`config.mk`:
```
export PLATFORM = sky130hd
export DESIGN_NAME = vend_txn_scheduler
export DESIGN_NICKNAME = d
export VERILOG_FILES = /design/src/rtl/vend_txn_scheduler.sv
export SDC_FILE = /design/constraint.sdc
export NUM_CORES = 1
export LEC_CHECK = 0
export ABC_AREA = 1
export CORE_ASPECT_RATIO = 1.4
export CORE_MARGIN = 4
export CORE_UTILIZATION = 43
export DETAILED_ROUTE_END_ITERATION = 7
export PLACE_DENSITY = 0.68
export SETUP_SLACK_MARGIN = 0.1
export SYNTH_ARGS = -nofsm -noshare
export SYNTH_HDL_FRONTEND = slang
export SYNTH_SLANG_ARGS = --single-unit
```
`constraint.sdc`:
```
create_clock -name clock -period 2.4 [get_ports clock]
set_input_delay 0.6 -clock clock [delete_from_list [all_inputs] [get_ports clock]]
set_output_delay 0.6 -clock clock [all_outputs]
set_load 0.01 [all_outputs]
```
`src/rtl/vend_txn_scheduler.sv`:
```
// vend_txn_scheduler: sole master of the cash handler. Arbitrates customer and
// maintenance requests, runs purchases as debit-then-credit with a customer
// refund on failure, and keeps a shadow machine balance for range pre-checks.
// Optional build macro: VTS_TIMEOUT_EN enables the wait-state watchdog.
module vend_txn_scheduler #(
    parameter int unsigned AMT_W   = 4,
    parameter int unsigned MAX_BAL = 15,
    parameter int unsigned TIMEOUT = 255
) (
    input  logic             clock,
    input  logic             reset,
    input  logic             cust_req,
    input  logic             cust_func,
    input  logic [AMT_W-1:0] cust_amount,
    output logic             cust_ack,
    output logic             cust_ok,
    input  logic             mnt_req,
    input  logic             mnt_func,
    input  logic [AMT_W-1:0] mnt_amount,
    output logic             mnt_ack,
    output logic             mnt_ok,
    output logic             ch_start,
    output logic             ch_mode,
    output logic             ch_func,
    output logic [AMT_W-1:0] ch_amount,
    input  logic             ch_done,
    input  logic             ch_res,
    output logic [AMT_W-1:0] mach_bal,
    output logic             busy,
    output logic             fault,
    output logic             timeout_err
);
    localparam int unsigned      SUM_W     = AMT_W + 1;
    localparam logic [SUM_W-1:0] MAX_BAL_S = SUM_W'(MAX_BAL);

    typedef enum logic [2:0] {
        IDLE, DEBIT, W_DEBIT, CREDIT, W_CREDIT, RBACK, W_RBACK, RESP
    } state_t;

    typedef struct packed {
        logic             mode;
        logic             func;
        logic [AMT_W-1:0] amount;
    } ch_op_t;

    state_t           state, state_d;
    logic             own_mnt, own_mnt_d;     // 1: current transaction belongs to maintenance
    logic             txn_func, txn_func_d;
    logic [AMT_W-1:0] txn_amt, txn_amt_d;
    logic             rr_last, rr_last_d;     // 1: maintenance was granted last
    logic [AMT_W-1:0] bal_d;
    logic             ok_d, fault_d, tmo_d;
    logic             grant_mnt, charge_d;
    ch_op_t           op_d;
    logic             is_purchase, is_charge;
    logic [SUM_W-1:0] bal_plus_txn, bal_plus_mnt;
    logic             wait_expired;

    assign is_purchase  = !own_mnt && !txn_func;
    assign is_charge    = !own_mnt && txn_func;
    assign bal_plus_txn = SUM_W'(mach_bal) + SUM_W'(txn_amt);
    assign bal_plus_mnt = SUM_W'(mach_bal) + SUM_W'(mnt_amount);

`ifdef VTS_TIMEOUT_EN
    localparam int unsigned CNT_W = $clog2(TIMEOUT + 1);
    logic [CNT_W-1:0] wait_cnt;
    logic             in_wait;

    assign in_wait      = (state == W_DEBIT) || (state == W_CREDIT) || (state == W_RBACK);
    assign wait_expired = in_wait && !ch_done && (wait_cnt == CNT_W'(TIMEOUT - 1));

    // Watchdog: cycles spent in the current wait state, cleared on every state change
    always_ff @(posedge clock) begin
        if (reset || (state_d != state)) begin
            wait_cnt <= '0;
        end else if (in_wait) begin
            wait_cnt <= wait_cnt + CNT_W'(1);
        end
    end
`else
    assign wait_expired = 1'b0;
`endif

    // State register plus latched transaction context, shadow balance and sticky fault
    always_ff @(posedge clock) begin
        if (reset) begin
            state    <= IDLE;
            own_mnt  <= 1'b0;
            txn_func <= 1'b0;
            txn_amt  <= '0;
            rr_last  <= 1'b1;
            mach_bal <= '0;
            fault    <= 1'b0;
        end else begin
            state    <= state_d;
            own_mnt  <= own_mnt_d;
            txn_func <= txn_func_d;
            txn_amt  <= txn_amt_d;
            rr_last  <= rr_last_d;
            mach_bal <= bal_d;
            fault    <= fault_d;
        end
    end

    // Next-state, arbitration, balance update and handler op selection
    always_comb begin
        state_d    = state;
        own_mnt_d  = own_mnt;
        txn_func_d = txn_func;
        txn_amt_d  = txn_amt;
        rr_last_d  = rr_last;
        bal_d      = mach_bal;
        ok_d       = 1'b0;
        fault_d    = fault;
        tmo_d      = 1'b0;
        grant_mnt  = 1'b0;
        charge_d   = 1'b0;
        op_d       = '{mode: ch_mode, func: ch_func, amount: ch_amount};

        case (state)
            IDLE: begin
                if (cust_req || mnt_req) begin
                    grant_mnt  = mnt_req && (!cust_req || !rr_last);
                    rr_last_d  = grant_mnt;
                    own_mnt_d  = grant_mnt;
                    txn_func_d = grant_mnt ? mnt_func : cust_func;
                    txn_amt_d  = grant_mnt ? mnt_amount : cust_amount;
                    if (!grant_mnt) begin
                        state_d = cust_func ? CREDIT : DEBIT;
                    end else if (!mnt_func) begin
                        state_d = (bal_plus_mnt > MAX_BAL_S) ? RESP : CREDIT;
                    end else begin
                        state_d = (mnt_amount > mach_bal) ? RESP : DEBIT;
                    end
                end
            end
            DEBIT:  state_d = W_DEBIT;
            CREDIT: state_d = W_CREDIT;
            RBACK:  state_d = W_RBACK;
            W_DEBIT: begin
                if (ch_done) begin
                    if (!ch_res) begin
                        state_d = RESP;
                    end else if (own_mnt) begin
                        bal_d   = mach_bal - txn_amt;
                        ok_d    = 1'b1;
                        state_d = RESP;
                    end else begin
                        state_d = (bal_plus_txn > MAX_BAL_S) ? RBACK : CREDIT;
                    end
                end
            end
            W_CREDIT: begin
                if (ch_done) begin
                    if (ch_res) begin
                        ok_d    = 1'b1;
                        state_d = RESP;
                        if (!is_charge) begin
                            bal_d = mach_bal + txn_amt;
                        end
                    end else begin
                        state_d = is_purchase ? RBACK : RESP;
                    end
                end
            end
            W_RBACK: begin
                if (ch_done) begin
                    if (!ch_res) begin
                        fault_d = 1'b1;
                    end
                    state_d = RESP;
                end
            end
            RESP:    state_d = IDLE;
            default: state_d = IDLE;
        endcase

        // Watchdog abort overrides the wait state (only reachable without ch_done)
        if (wait_expired) begin
            tmo_d   = 1'b1;
            ok_d    = 1'b0;
            state_d = RESP;
            if (state == W_RBACK) begin
                fault_d = 1'b1;
            end
        end

        charge_d = !own_mnt_d && txn_func_d;
        case (state_d)
            DEBIT:   op_d = '{own_mnt_d, own_mnt_d, txn_amt_d};
            CREDIT:  op_d = '{!charge_d, charge_d, txn_amt_d};
            RBACK:   op_d = '{1'b0, 1'b1, txn_amt_d};
            default: ;
        endcase
    end

    // Registered outputs decoded from the next state
    always_ff @(posedge clock) begin
        if (reset) begin
            ch_start    <= 1'b0;
            ch_mode     <= 1'b0;
            ch_func     <= 1'b0;
            ch_amount   <= '0;
            cust_ack    <= 1'b0;
            cust_ok     <= 1'b0;
            mnt_ack     <= 1'b0;
            mnt_ok      <= 1'b0;
            busy        <= 1'b0;
            timeout_err <= 1'b0;
        end else begin
            ch_start    <= (state_d == DEBIT) || (state_d == CREDIT) || (state_d == RBACK);
            {ch_mode, ch_func, ch_amount} <= op_d;
            cust_ack    <= (state_d == RESP) && !own_mnt_d;
            cust_ok     <= (state_d == RESP) && !own_mnt_d && ok_d;
            mnt_ack     <= (state_d == RESP) && own_mnt_d;
            mnt_ok      <= (state_d == RESP) && own_mnt_d && ok_d;
            busy        <= (state_d != IDLE);
            timeout_err <= tmo_d;
        end
    end

endmodule

```
==> results.md, run 1 <==
* Setup TNS at 0 ps
* Post-Layout Cell Count at 327
* Starting DRT DRC Count at 49
* Hold crit path type: reg2reg
* Post-Syn Nets at 275
* Area after DPL at 2150 sq um
* Final Skew at 3.62 ps
* Final core utilization at 57.4%
* Row cnt at 27
* Synthesized flop and latch total at 27
* Final setup fails at 0
* Post-route minimum period at 2170 ps
* DRT Wirelength at 3.92 mm
* Worst-path clk slew at 100 ps
* Post-synth design cell area at 1750 sq um
* H-tree depth at 1
* First-pass GRT wire length at 6.57 mm
* Footprint of the multi-input gates at 1070 sq um
* Leakage at 1.11 nW
* Core Area at 3920 sq um
* TritonCTS Sinks at 27
* Initial Utilization at 44.5%
* Die Span X at 61.8 microns
* Clk buf depth at 2
* Root buffer cell: clkbuf_8
* Sequential share of the synthesized area at 31.0%
* Vias at 1,607
* Hold path depth at 2
* Gr usage total at 16.5%
* Period utilization at 90.5%
* Yosys top cell by area: dfxtp_1
* Die height at 83.4 microns
* Fillers at 376
* Final global-route overflow total at 0
* Worst-path maximum fanout at 7
* Req. time, crit path at 2580 ps
* Final Max Slew Viols at 0
* Final Hold Viols at 0
* Pre-CTS setup slack at -251 ps
* Number of port buffers at 32
* CTS tree: built
* N_diodes at 0
* DP Cell Count at 321
* CP arrival at 2350 ps
* Final setup margin at 228 ps
* Design area at 2250 sq um
* Largest net degree at the start of global routing at 17
* Cells after synthesis at 243
* Worst-skew pair later-pin latency at 270 ps
* Post-DP HPWL at 3.06 mm
* Synth top area cells: dfxtp_1 (31%), nand2_1 (11%), ha_1 (9.3%)
* PwrDens at 1180 nW/um^2
* Most common cell after layout, fill and taps aside: nand2_1
* Post-route antenna net violation count at 0
* Worst Setup Start Kind: primary input
* Synth unique cells at 35
* Drt wl/cell at 12.0 microns
* Vias per Instance at 4.91
* Synthesized area per cell at 7.18 sq um
* GPL Wtd Cong at 0.869
* Power Total at 2.65 mW
* I/O pins at 34
* Outcome: finished, final reports clean
* Reg2Reg Depth at 15
* Post-route DRC at 0
* Unrepaired setup endpoints after global routing: no
* Number of iterations in the first detailed-routing pass at 4
* Worst VDD drop at 720 uV
* Commonest cells after routing, fill and taps aside: nand2_1 (47), inv_1 (33), nor2_1 (31)
* Final hold slack at 476 ps
* MaxCap Viol Count at 0
* CP Capture Type: flop
* Final nets at 317
* Crit Path Class: in2reg
* Fraction of layout instances using a drive strength above 1 at 14.4%
* Initial antenna violation count at 0
* Register area at 541 sq um
* Vias in the first global route at 1,531
* Area grow syn2layout at 28.8%
* Hold_buf cts at 0
* Yosys top cell area share at 31.0%
* Total die area at 5160 sq um
* YS warnings at 0
* Max Freq at 461 MHz
* CTS Buf Count at 3
routing by layer:
metal  GRT usage (%)  share of wire [%]
met1            20.0                 43
met2            28.9                 53
met3            1.87                2.5
met4            5.02                1.9
met5               0                  0
synthesized netlist by cell type (all sizes together):
cell     n
nor4     2
nand4    3
and2     4
ha      13
nor2    36
xor2     4
nand3   22
a21o     1
or2      2
fa       3
nand2   55
a21oi   11
o211ai   1
o21bai   2
buf      2
conb     1
clkbuf   1
o21ai   11
inv     39
dfxtp   27
nor3     3
path summary, 6_finish.rpt:
path / startpoint / endpoint / slack, ps
worst max-delay path: mnt_amount[3] / ch_amount[1] / 230
worst min-delay path: rr_last / rr_last / 480
worst min register to register: rr_last / rr_last / 480
worst max register to register: state[0] / mach_bal[3] / 280
logic make-up (layout without fill, tap and decap cells):
kind of cell               count (synthesis)  in the layout  synth area share, %
other                                      1              1                0.215
adders and majority gates                 16             16                 12.8
buffers and inverters                     42             83                 9.46
xor gates and xnor gates                   4              4                 2.01
AOI/OAI and AO/OA                         26             26                 9.10
and+or+nand+nor                          127            127                 35.5
DFF                                       27             27                 31.0
repair_timing:
item,in CTS,in global routing
endpoints found under the setup margin,5,10
cloned,0,0
buffers inserted,0,2
resized for setup,1,8
pin swaps,1,7
state kept, by name (all words and copies together) (netlist names), 3 cells and up:
name	cells
ch_amount	4
mach_bal	4
txn_amt	4
state	3
cell type report:
cell class | count | share of cell area, %
Timing Repair Buffer | 40 | 17.1
Sequential cell | 27 | 24.0
Clock buffer | 3 | 1.84
Clock inverter | 1 | 0.334
Tap cell | 43 | 2.39
Inverter | 39 | 6.62
Multi-Input combinational cell | 174 | 47.6
where the power goes:
group | internal, mW | switching [mW] | total (mW)
combinational | 0.686 | 0.988 | 1.67
sequential | 0.596 | 0.114 | 0.710
clock | 0.118 | 0.151 | 0.269
total | 1.40 | 1.25 | 2.65
critical path, cell delays in order:
cell and delay, ps:
clkdlybuf4s50_1 460, ha_4 300, nand2_1 50, inv_1 70, nand3_1 90, nand2_2 100
nand2_2 90, a21oi_4 210, nand2_4 80, nand2_4 100, inv_2 70, nor2_1 90
nor2_1 50
Note: power is estimated with default switching activity, not from simulation.
==> run 2: changes to the inputs <==
- GPL_TIMING_DRIVEN: default -> 0
- clock period: 2.4 -> 2.8 ns (I/O delays scaled with it)
==> run 2 against run 1 <==
Die area unchanged. Non-clock buffer count decreased by 5. Flip-flop and latch count unchanged. Utilization decreased by 1.9 points. First-iteration DRC count decreased by 14%. Critical path depth unchanged. Hold slack improved by 4.1 ps. Clock power decreased by 17%. Clock-buffer cell count unchanged. Final cell count decreased by 1.5%. Worst setup slack improved by 120 ps. Design area decreased by 3.2%.
==> results.md, run 2 (same netlist as run 1, synthesis figures left out) <==
* Vias in the first global route at 1,539 (+0.52%)
* Final core utilization at 55.5% (-1.9 points)
* MaxCap Viol Count at 0 (unchanged)
* Clk buf depth at 2 (unchanged)
* Worst-path clk slew at 90 ps (about the same)
* Number of port buffers at 32 (unchanged)
* Fraction of layout instances using a drive strength above 1 at 10.8% (-3.7 points)
* PwrDens at 1010 nW/um^2 (-14%)
* Unrepaired setup endpoints after global routing: no
* Final Hold Viols at 0 (unchanged)
* Number of iterations in the first detailed-routing pass at 5 (+1)
* Max Freq at 408 MHz
* Fillers at 369 (-1.9%)
* Worst-skew pair later-pin latency at 270 ps (about the same)
* Vias at 1,572 (-2.2%)
* Die height at 83.4 microns (unchanged)
* Largest net degree at the start of global routing at 17 (unchanged)
* Post-CTS sizing at 0 (-1)
* Design area at 2180 sq um (-3.2%)
* DP Cell Count at 318 (-0.93%)
* Post-route antenna net violation count at 0 (unchanged)
* Register area at 541 sq um (unchanged)
* Outcome: finished, final reports clean
* CP arrival at 2620 ps (+270 ps)
* Hold_buf cts at 0 (unchanged)
* Commonest cells after routing, fill and taps aside: nand2_1 (49), inv_1 (33), clkdlybuf4s50_1 (32)
* CTS Buf Count at 3 (unchanged)
* Final Skew at 3.00 ps (-0.615 ps)
* Most common cell after layout, fill and taps aside: nand2_1
* N_diodes at 0 (unchanged)
* CTS tree: built
* Final setup fails at 0 (unchanged)
* H-tree depth at 1 (unchanged)
* Final Max Slew Viols at 0 (unchanged)
* Row cnt at 27 (unchanged)
* Final nets at 312 (-1.6%)
* Root buffer cell: clkbuf_8
* Period utilization at 87.4%
* Post-route minimum period at 2450 ps
* Final global-route overflow total at 0 (unchanged)
* Crit Path Class: in2reg
* Setup TNS at 0 ps (unchanged)
* Leakage at 1.07 nW (-4.3%)
* Post-route DRC at 0 (unchanged)
* First-pass GRT wire length at 6.71 mm (+2.1%)
* Post-Layout Cell Count at 322 (-1.5%)
* TritonCTS Sinks at 27 (unchanged)
* Vias per Instance at 4.88 (-0.66%)
* Gr usage total at 16.8% (+0.34 points)
* Total die area at 5160 sq um (unchanged)
* Initial Utilization at 44.5% (unchanged)
* DRT Wirelength at 3.83 mm (-2.2%)
* Area after DPL at 2120 sq um (-1.3%)
* Area grow syn2layout at 24.7%
* Starting DRT DRC Count at 42 (-14%)
* Die Span X at 61.8 microns (unchanged)
* Hold crit path type: reg2reg
* Post-DP HPWL at 3.10 mm (+1.1%)
* Worst-path maximum fanout at 7 (unchanged)
* Drt wl/cell at 11.9 microns (-0.68%)
* Worst VDD drop at 753 uV (+4.5%)
* Initial antenna violation count at 0 (unchanged)
* CP Capture Type: flop
* # Post-CTS Setup Buffers at 0 (unchanged)
* GPL Wtd Cong at 0.896 (+3.1%)
* I/O pins at 34 (unchanged)
* Worst Setup Start Kind: primary input
* Biggest regs: ch_amount (4), mach_bal (4), txn_amt (4)
* Core Area at 3920 sq um (unchanged)
* Req. time, crit path at 2980 ps (+400 ps)
* Footprint of the multi-input gates at 1050 sq um (-2.2%)
[run 2: stage by stage]
step	setup slack, ps	power, mW	hold slack, ps
4_1_cts	292	2.22	481
3_3_place_gp	23.2	1.96	451
5_1_grt	166	2.45	492
6_report	352	2.20	480
3_5_place_dp	-2.22	1.98	458
2_1_floorplan	647	1.62	429
[run 2: layout make-up]
type | instances | area share, %
multi-input cells | 174 | 48.1
clock inverters | 1 | 0.345
inverters | 39 | 6.84
plain buffers | 3 | 0.748
clock buffers | 3 | 1.90
repair buffers | 32 | 14.7
flip-flops and latches | 27 | 24.8
well taps | 43 | 2.47
[run 2: worst paths after layout]
path            startpoint           end  slack [ps]  cells after the start
max          mnt_amount[0]  ch_amount[1]         350                     13
min                rr_last       rr_last         480                      2
max reg2reg       state[2]   mach_bal[3]         510                     13
min reg2reg        rr_last       rr_last         480                      2
[run 2: metal layers]
metal	global-route usage [%]	part of all wire, %	up-vias
met5	0	0	-
met4	3.67	0.89	0
met3	1.87	3.1	4
met2	30.2	55	35
met1	20.4	41	697
li1	-	-	836
[run 2: critical path: stages]
cell	delay (ps)
clkdlybuf4s50_1	420
ha_1	220
fa_1	360
nand2_1	80
nand2_1	50
nand2_1	60
a21oi_2	80
a21oi_4	230
nand2_4	80
nand2_4	110
inv_2	60
nor2_1	100
nor2_1	50
[run 2: report_power, final]
group	internal (mW)	switching [mW]	leakage, nW
registers	0.511	0.0968	0.222
clock network	0.101	0.123	0.0217
logic	0.541	0.831	0.822
